File: src/rtl/mips_pkg.sv
// Shared definitions for the 5-stage MIPS pipeline: ALU op classes, widths
// and the control bundle carried between decode and the pipeline registers.
package mips_pkg;

    localparam logic [1:0] ALU_OP_ADD   = 2'b00;
    localparam logic [1:0] ALU_OP_SUB   = 2'b01;
    localparam logic [1:0] ALU_OP_FUNCT = 2'b10;

    localparam int DATA_WIDTH     = 32;
    localparam int REG_ADDR_WIDTH = 5;

    localparam logic [4:0] REG_ZERO = 5'd0;

    typedef struct packed {
        logic       reg_write;
        logic       mem_to_reg;
        logic       mem_read;
        logic       mem_write;
        logic       branch;
        logic       alu_src;
        logic       reg_dst;
        logic [1:0] alu_op;
    } ctrl_t;

    localparam ctrl_t CTRL_BUBBLE = '0;

endpackage

File: src/rtl/load_use_detect.sv
// Load-use comparator: flags an ID instruction that reads the destination of
// a load currently in EX. Purely combinational.
module load_use_detect #(
    parameter int ADDR_W = 5
) (
    input  logic              ex_valid,
    input  logic              ex_mem_read,
    input  logic [ADDR_W-1:0] ex_rt,
    input  logic              id_uses_rs,
    input  logic              id_uses_rt,
    input  logic [ADDR_W-1:0] id_rs,
    input  logic [ADDR_W-1:0] id_rt,
    output logic              load_use
);

    logic rs_hit;
    logic rt_hit;
    logic ex_is_load;

    // A load into $zero produces nothing to wait for.
    assign ex_is_load = ex_valid & ex_mem_read & (ex_rt != ADDR_W'(mips_pkg::REG_ZERO));
    assign rs_hit     = id_uses_rs & (id_rs == ex_rt);
    assign rt_hit     = id_uses_rt & (id_rt == ex_rt);
    assign load_use   = ex_is_load & (rs_hit | rt_hit);

endmodule

File: src/rtl/id_ex_reg.sv
// ID/EX pipeline register with load-use bubble insertion and saturating
// bubble/flush counters for performance debug.
module id_ex_reg #(
    parameter int DATA_WIDTH     = 32,
    parameter int REG_ADDR_WIDTH = 5,
    parameter int CNT_WIDTH      = 16
) (
    input  logic                      clk,
    input  logic                      reset,
    input  logic                      ID_valid,
    input  logic                      ID_flush,
    input  logic                      ID_reg_write,
    input  logic                      ID_mem_to_reg,
    input  logic                      ID_mem_read,
    input  logic                      ID_mem_write,
    input  logic                      ID_branch,
    input  logic                      ID_alu_src,
    input  logic                      ID_reg_dst,
    input  logic                      ID_uses_rs,
    input  logic                      ID_uses_rt,
    input  logic [1:0]                ID_alu_op,
    input  logic [DATA_WIDTH-1:0]     ID_pc_plus4,
    input  logic [DATA_WIDTH-1:0]     ID_read_data1,
    input  logic [DATA_WIDTH-1:0]     ID_read_data2,
    input  logic [DATA_WIDTH-1:0]     ID_sign_ext_imm,
    input  logic [REG_ADDR_WIDTH-1:0] ID_rs,
    input  logic [REG_ADDR_WIDTH-1:0] ID_rt,
    input  logic [REG_ADDR_WIDTH-1:0] ID_rd,
    output logic                      ID_hazard_stall,
    output logic                      EX_valid,
    output logic                      EX_reg_write,
    output logic                      EX_mem_to_reg,
    output logic                      EX_mem_read,
    output logic                      EX_mem_write,
    output logic                      EX_branch,
    output logic                      EX_alu_src,
    output logic                      EX_reg_dst,
    output logic [1:0]                EX_alu_op,
    output logic [5:0]                EX_funct,
    output logic [DATA_WIDTH-1:0]     EX_pc_plus4,
    output logic [DATA_WIDTH-1:0]     EX_read_data1,
    output logic [DATA_WIDTH-1:0]     EX_read_data2,
    output logic [DATA_WIDTH-1:0]     EX_sign_ext_imm,
    output logic [REG_ADDR_WIDTH-1:0] EX_rs,
    output logic [REG_ADDR_WIDTH-1:0] EX_rt,
    output logic [REG_ADDR_WIDTH-1:0] EX_rd,
    output logic [CNT_WIDTH-1:0]      stall_count,
    output logic [CNT_WIDTH-1:0]      flush_count
);

    mips_pkg::ctrl_t id_ctrl;
    mips_pkg::ctrl_t ctrl_d, ctrl_q;
    logic            valid_d, valid_q;

    logic [DATA_WIDTH-1:0]     pc_d, pc_q;
    logic [DATA_WIDTH-1:0]     rd1_d, rd1_q;
    logic [DATA_WIDTH-1:0]     rd2_d, rd2_q;
    logic [DATA_WIDTH-1:0]     imm_d, imm_q;
    logic [REG_ADDR_WIDTH-1:0] rs_d, rs_q;
    logic [REG_ADDR_WIDTH-1:0] rt_d, rt_q;
    logic [REG_ADDR_WIDTH-1:0] rd_d, rd_q;

    logic [CNT_WIDTH-1:0] stall_cnt_q;
    logic [CNT_WIDTH-1:0] flush_cnt_q;

    logic load_use;
    logic bubble;

    assign id_ctrl = '{
        reg_write:  ID_reg_write,
        mem_to_reg: ID_mem_to_reg,
        mem_read:   ID_mem_read,
        mem_write:  ID_mem_write,
        branch:     ID_branch,
        alu_src:    ID_alu_src,
        reg_dst:    ID_reg_dst,
        alu_op:     ID_alu_op
    };

    load_use_detect #(
        .ADDR_W (REG_ADDR_WIDTH)
    ) u_load_use (
        .ex_valid    (valid_q),
        .ex_mem_read (ctrl_q.mem_read),
        .ex_rt       (rt_q),
        .id_uses_rs  (ID_uses_rs),
        .id_uses_rt  (ID_uses_rt),
        .id_rs       (ID_rs),
        .id_rt       (ID_rt),
        .load_use    (load_use)
    );

    // A flush already kills the ID instruction, so it must not also freeze fetch.
    assign ID_hazard_stall = load_use & ID_valid & ~ID_flush;
    assign bubble          = ID_flush | ID_hazard_stall;

    always_comb begin
        valid_d = 1'b0;
        ctrl_d  = mips_pkg::CTRL_BUBBLE;
        pc_d    = '0;
        rd1_d   = '0;
        rd2_d   = '0;
        imm_d   = '0;
        rs_d    = '0;
        rt_d    = '0;
        rd_d    = '0;
        if (!bubble) begin
            valid_d = ID_valid;
            // Invalid slots keep their fields but must never write state.
            ctrl_d  = ID_valid ? id_ctrl : mips_pkg::CTRL_BUBBLE;
            pc_d    = ID_pc_plus4;
            rd1_d   = ID_read_data1;
            rd2_d   = ID_read_data2;
            imm_d   = ID_sign_ext_imm;
            rs_d    = ID_rs;
            rt_d    = ID_rt;
            rd_d    = ID_rd;
        end
    end

    always_ff @(posedge clk or posedge reset) begin
        if (reset) begin
            valid_q <= 1'b0;
            ctrl_q  <= mips_pkg::CTRL_BUBBLE;
            pc_q    <= '0;
            rd1_q   <= '0;
            rd2_q   <= '0;
            imm_q   <= '0;
            rs_q    <= '0;
            rt_q    <= '0;
            rd_q    <= '0;
        end else begin
            valid_q <= valid_d;
            ctrl_q  <= ctrl_d;
            pc_q    <= pc_d;
            rd1_q   <= rd1_d;
            rd2_q   <= rd2_d;
            imm_q   <= imm_d;
            rs_q    <= rs_d;
            rt_q    <= rt_d;
            rd_q    <= rd_d;
        end
    end

    // ID_hazard_stall is already masked by flush, so the two never count together.
    always_ff @(posedge clk or posedge reset) begin
        if (reset) begin
            stall_cnt_q <= '0;
            flush_cnt_q <= '0;
        end else begin
            if (ID_flush && ID_valid && (flush_cnt_q != '1)) begin
                flush_cnt_q <= flush_cnt_q + CNT_WIDTH'(1);
            end
            if (ID_hazard_stall && (stall_cnt_q != '1)) begin
                stall_cnt_q <= stall_cnt_q + CNT_WIDTH'(1);
            end
        end
    end

    assign EX_valid        = valid_q;
    assign EX_reg_write    = ctrl_q.reg_write;
    assign EX_mem_to_reg   = ctrl_q.mem_to_reg;
    assign EX_mem_read     = ctrl_q.mem_read;
    assign EX_mem_write    = ctrl_q.mem_write;
    assign EX_branch       = ctrl_q.branch;
    assign EX_alu_src      = ctrl_q.alu_src;
    assign EX_reg_dst      = ctrl_q.reg_dst;
    assign EX_alu_op       = ctrl_q.alu_op;
    assign EX_funct        = imm_q[5:0];
    assign EX_pc_plus4     = pc_q;
    assign EX_read_data1   = rd1_q;
    assign EX_read_data2   = rd2_q;
    assign EX_sign_ext_imm = imm_q;
    assign EX_rs           = rs_q;
    assign EX_rt           = rt_q;
    assign EX_rd           = rd_q;
    assign stall_count     = stall_cnt_q;
    assign flush_count     = flush_cnt_q;

endmodule

File: config.mk
export PLATFORM = sky130hd
export DESIGN_NAME = id_ex_reg
export DESIGN_NICKNAME = d
export VERILOG_FILES = /design/src/rtl/mips_pkg.sv /design/src/rtl/load_use_detect.sv /design/src/rtl/id_ex_reg.sv
export SDC_FILE = /design/constraint.sdc
export NUM_CORES = 1
export LEC_CHECK = 0
export CAP_MARGIN = 20
export CORE_ASPECT_RATIO = 0.75
export CORE_MARGIN = 5
export CORE_UTILIZATION = 42
export DETAILED_ROUTE_END_ITERATION = 10
export GPL_ROUTABILITY_DRIVEN = 0
export PLACE_DENSITY = 0.85
export REMOVE_ABC_BUFFERS = 1
export SLEW_MARGIN = 0
export SYNTH_ARGS = -nofsm -noshare
export SYNTH_HDL_FRONTEND = slang
export SYNTH_SLANG_ARGS = --single-unit
File: constraint.sdc
create_clock -name clk -period 17.2 [get_ports clk]
set_input_delay 4.3 -clock clk [delete_from_list [all_inputs] [get_ports clk]]
set_output_delay 4.3 -clock clk [all_outputs]
set_load 0.02 [all_outputs]
Word level (Yosys, flattened, before mapping)
Cells that the tools add are included.
{ "totals": {"ff_bits": 185, "input_bits": 158} }
{ "classes": {"add_sub_neg": 2, "eq_ne": 4, "muxes": 10, "n_bitwise": 10, "reduce_logical": 4} }
{ "op_table": {"columns": ["cell", "n"], "rows": [
  ["two-way mux 32 bit", 4],
  ["adder 16 x 1 -> 16 bit (second input constant)", 2],
  ["inequality test 16 bit (second input constant)", 2],
  ["two-way mux 9 bit", 2],
  ["two-way mux 5 bit", 3],
  ["equality test 5 bit", 2],
  ["bitwise AND 1 bit", 7],
  ["nonzero test 5 bit", 1],
  ["logical AND 1 bit", 3],
  ["OR 1 bit", 2],
  ["two-way mux 1 bit", 1],
  ["NOT 1 bit", 1]
]} }

Longest topological paths before layout
{ "logic_depth": {"depth_word": 8, "ltp_mapped": 7} }

Cells and area by module
A second synthesis with hierarchy kept.
{ "unflattened": {"cells_unflattened": 498, "area_unflattened_um2": 6615.1} }
{ "by_module_without_submodules": {"columns": ["mod", "instances", "cells_per_inst", "area_per_inst_um2", "seq_area_each_um2"], "rows": [
  ["id_ex_reg", 1, 481, 6480.0, 4629.4],
  ["load_use_detect", 1, 17, 135.1, 0.0]
]} }

Least setup slack after synthesis
Ideal clock, no wire load.
{ "synth_timing": {"path_type": "in2out", "startpoint": "input ID_rt[2]", "endpoint": "output ID_hazard_stall", "t_arrival_ns": 5.552, "setup_slack_ns": 7.348, "stages": 6, "path_cell_list": "xnor2_1 > nand4_1 > o22ai_2 > clkbuf_1 > nand2_1 > nor2_1"} }
{ "synth_between": {"elab_chain_cells": 6} }
{ "synth_lines": {"columns": ["element", "line_no", "text"], "rows": [
  ["from (decl)", "id_ex_reg.sv:27", "input logic [REG_ADDR_WIDTH-1:0] ID_rt,"],
  ["equality test 5 bit", "load_use_detect.sv:23", "assign rt_hit = id_uses_rt & (id_rt == ex_rt);"],
  ["bitwise AND 1 bit", "load_use_detect.sv:23", null],
  ["OR 1 bit", "load_use_detect.sv:24", "assign load_use = ex_is_load & (rs_hit | rt_hit);"],
  ["bitwise AND 1 bit", "load_use_detect.sv:24", null],
  ["bitwise AND 1 bit (2 in series)", "id_ex_reg.sv:94", "assign ID_hazard_stall = load_use & ID_valid & ~ID_flush;"],
  ["to (decl)", "id_ex_reg.sv:29", "output logic ID_hazard_stall,"]
]} }
Every way passes these cells.

Worst setup path after layout
Same ends and word-level chain as after synthesis.

==> impl_metrics.yaml <==
outcome:
  status: "complete, no violations"
logic_synthesis:
  netlist_area_um2: 6670
  synth_cells: 492
  synth_common_cells: "dfrtp_1, and2_1, xnor2_1"
  synth_top_cell_by_area: "dfrtp_1"
  yosys_warnings: 0
  synthArstFlopShare: 1.00
  synth.avg_cell_area_um2: 13.5
  synth.distinct_cells: 30
  yosysSeqAreaShare: 0.694
  yosysMostFrequentCell: "dfrtp_1"
  synthFlopType: "dfrtp_1"
  synth_top_cell_area_share: 0.694
  synthTopCellsByArea: "dfrtp_1, and2_1, xnor2_1, buf_6, nand4_1"
  synth_seq_cells: 185
  synth_edf_count: 0
die:
  rows: 39
  die_w_um: 155
  die_area_um2: 18500
  pin_count: 350
  start_util: 0.432
  core_um2: 15400
  die_h_um: 119
drt:
  wl_mm: 19.6
  routed_via_density: 4.59
  ant_nets: 0
  via_count: 4857
  drcViolationCount: 0
  drt_iter0_markers: 198
  first_pass_iters: 4
  wl_per_cell_um: 18.5
hold_path:
  worstHoldStart: "flush_count[14]"
  worst_hold_path.endpoint: "flush_count[14]"
  hold_depth: 1
  hp-class: "flip-flop to flip-flop"
layout:
  layout-drive-gt1-share: 0.0469
  antenna_cells: 0
  multi_input_area_um2: 1850
  area_delta_synth_final_pct: 63.9
  layout.cells.non_filler: 1058
  nFillCells: 1073
  layout.nets: 1001
  register_area_um2: 4630
global_route:
  antenna_found_initial: 0
  grt_pass1_vias: 5033
  grt-ovfl-total: 0
  track_usage: 0.209
  grt_max_degree: 101
  grt_pass1_wl_mm: 29.3
worst_setup_path:
  regToRegStartpoint: "EX_rt[2]"
  start_kind: "input port"
  reg2reg_slack_ns: 14.83
  r2r_cells: 6
  critical_path_class: "input port to primary output"
  cp_common_cell: "clkdlybuf4s50_1"
  critPathMaxFanout: 18
  cp.arrival_ns: 6.72
  cp-end-kind: "primary output"
  path_cells: "clkdlybuf4s50_1 > xnor2_1 > nand4_1 > o22ai_2 > nand2_1 > nor2_1 > clkdlybuf4s50_1"
  reg2reg_to: "EX_pc_plus4[16]"
  cp.required_ns: 12.90
  max_stage_delay_ns: 0.67
  cp_slowest_cell: "o22ai_2"
clock_network:
  clk_latency_ns: 0.41
  hold_buffers: 0
  cts_tree: "yes"
  ctsResizeCount: 0
  clk_pin_slew_worst_paths_ns: 0.06
  clock-sinks: 185
  cts_max_level: 4
  cts.path.max_buffers: 2
  cts-root-buf: "clkbuf_16"
  cts_made_buffers: 17
  cts_setup_buffers: 0
timing:
  hold_viol_final: 0
  fin_skew_ns: 0.0113
  maxSlewHeadroom: 0.513
  maxSlewViolCount: 0
  min_period_over_period: 0.641
  tns_ns: 0
  fmax_mhz: 90.7
  min_period_ns: 11.02
  tightest_slew_ns: 0.730
  rsz0062_at_grt: "false"
  setup_viol: 0
placement:
  port_buffers: 349
  dp_hpwl_mm: 15.0
  placed_cells: 1026
pwr:
  p_leak_nw: 4.79
  power_density_nw_per_um2: 96.8
  ir_drop_mv: 0.0813
run:
  cap_violations: 0
==> cell usage in the layout, fill, tap and decap left out, types with 5 or more instances in the layout <==
| cell | n |
|---|---|
| xnor2_1 | 31 |
| nand2b_1 | 5 |
| clkbuf_16 | 17 |
| nand3_1 | 13 |
| nand2_1 | 11 |
| dfrtp_1 | 185 |
| and2_1 | 152 |
| and4_1 | 7 |
| and3_1 | 10 |
| xor2_1 | 5 |
| nor2_1 | 8 |
| clkdlybuf4s50_1 | 349 |
| nand4_1 | 14 |
==> layer usage <==
| metal | vias to the layer above | wire length [µm] | share of wire | global-route usage |
|---|---|---|---|---|
| li1 | 2275 | - | - | - |
| met1 | 2377 | 7150 | 0.36 | 0.237 |
| met2 | 184 | 10300 | 0.53 | 0.370 |
| met3 | 21 | 1840 | 0.094 | 0.0830 |
| met4 | 0 | 306 | 0.016 | 0.0514 |
| met5 | - | 0 | 0 | 0 |
==> critical path, delay by kind of cell <==
family,cells,cell delay (ns)
buf+inv,2,1.16
simple gates,3,0.45
compound gates,1,0.67
xor+xnor,1,0.13
==> cells by family after synthesis <==
| kind of cell | Yosys count | synth area share |
|---|---|---|
| and+or+nand+nor | 227 | 0.207 |
| DFF | 185 | 0.694 |
| xor gates and xnor gates | 36 | 0.0473 |
| buffers and inverters | 28 | 0.0282 |
| AOI/OAI and AO/OA | 9 | 0.0109 |
| muxes | 5 | 0.00826 |
| adders and majority gates | 2 | 0.00375 |
==> power by group <==
group          switching, mW  internal (mW)  total (mW)
logic                 0.0768         0.0929       0.170
registers             0.0166          0.460       0.477
clock network          0.166          0.246       0.412
==> stage by stage <==
stage / cell area (µm²) / utilization / hold WS [ns] / total power, mW / setup WS, ns
after global routing: 10900 / 0.709 / 0.509 / 1.10 / 5.98
final: 10900 / 0.709 / 0.499 / 1.06 / 6.18
after detailed placement: 10300 / 0.667 / 0.491 / 0.656 / 6.18
after global placement: 10300 / 0.667 / 0.484 / 0.651 / 6.25
after floorplan: 6500 / - / 0.593 / 0.550 / 7.46
after CTS: 10900 / 0.707 / 0.504 / 1.07 / 6.18
==> final cells by class <==
| class | count | share of cell area |
|---|---|---|
| tap | 205 | 0.0235 |
| clock buffer | 19 | 0.0396 |
| multi-input combinational | 279 | 0.169 |
| inverter | 5 | 0.00240 |
| sequential | 185 | 0.424 |
| timing repair buffer | 353 | 0.324 |
| clock inverter | 12 | 0.0174 |
==> worst max-delay path by stage <==
stage	slack, ns	end	cells past startpoint	from
CTS	6.18	ID_hazard_stall	7	ID_rt[2]
floorplan	7.46	ID_hazard_stall	5	ID_rt[2]
global route	5.98	ID_hazard_stall	7	ID_rt[2]
global placement	6.25	ID_hazard_stall	7	ID_rt[2]
finish	6.18	ID_hazard_stall	7	ID_rt[2]
detailed placement	6.18	ID_hazard_stall	7	ID_rt[2]
(Power assumes the default switching activity.)
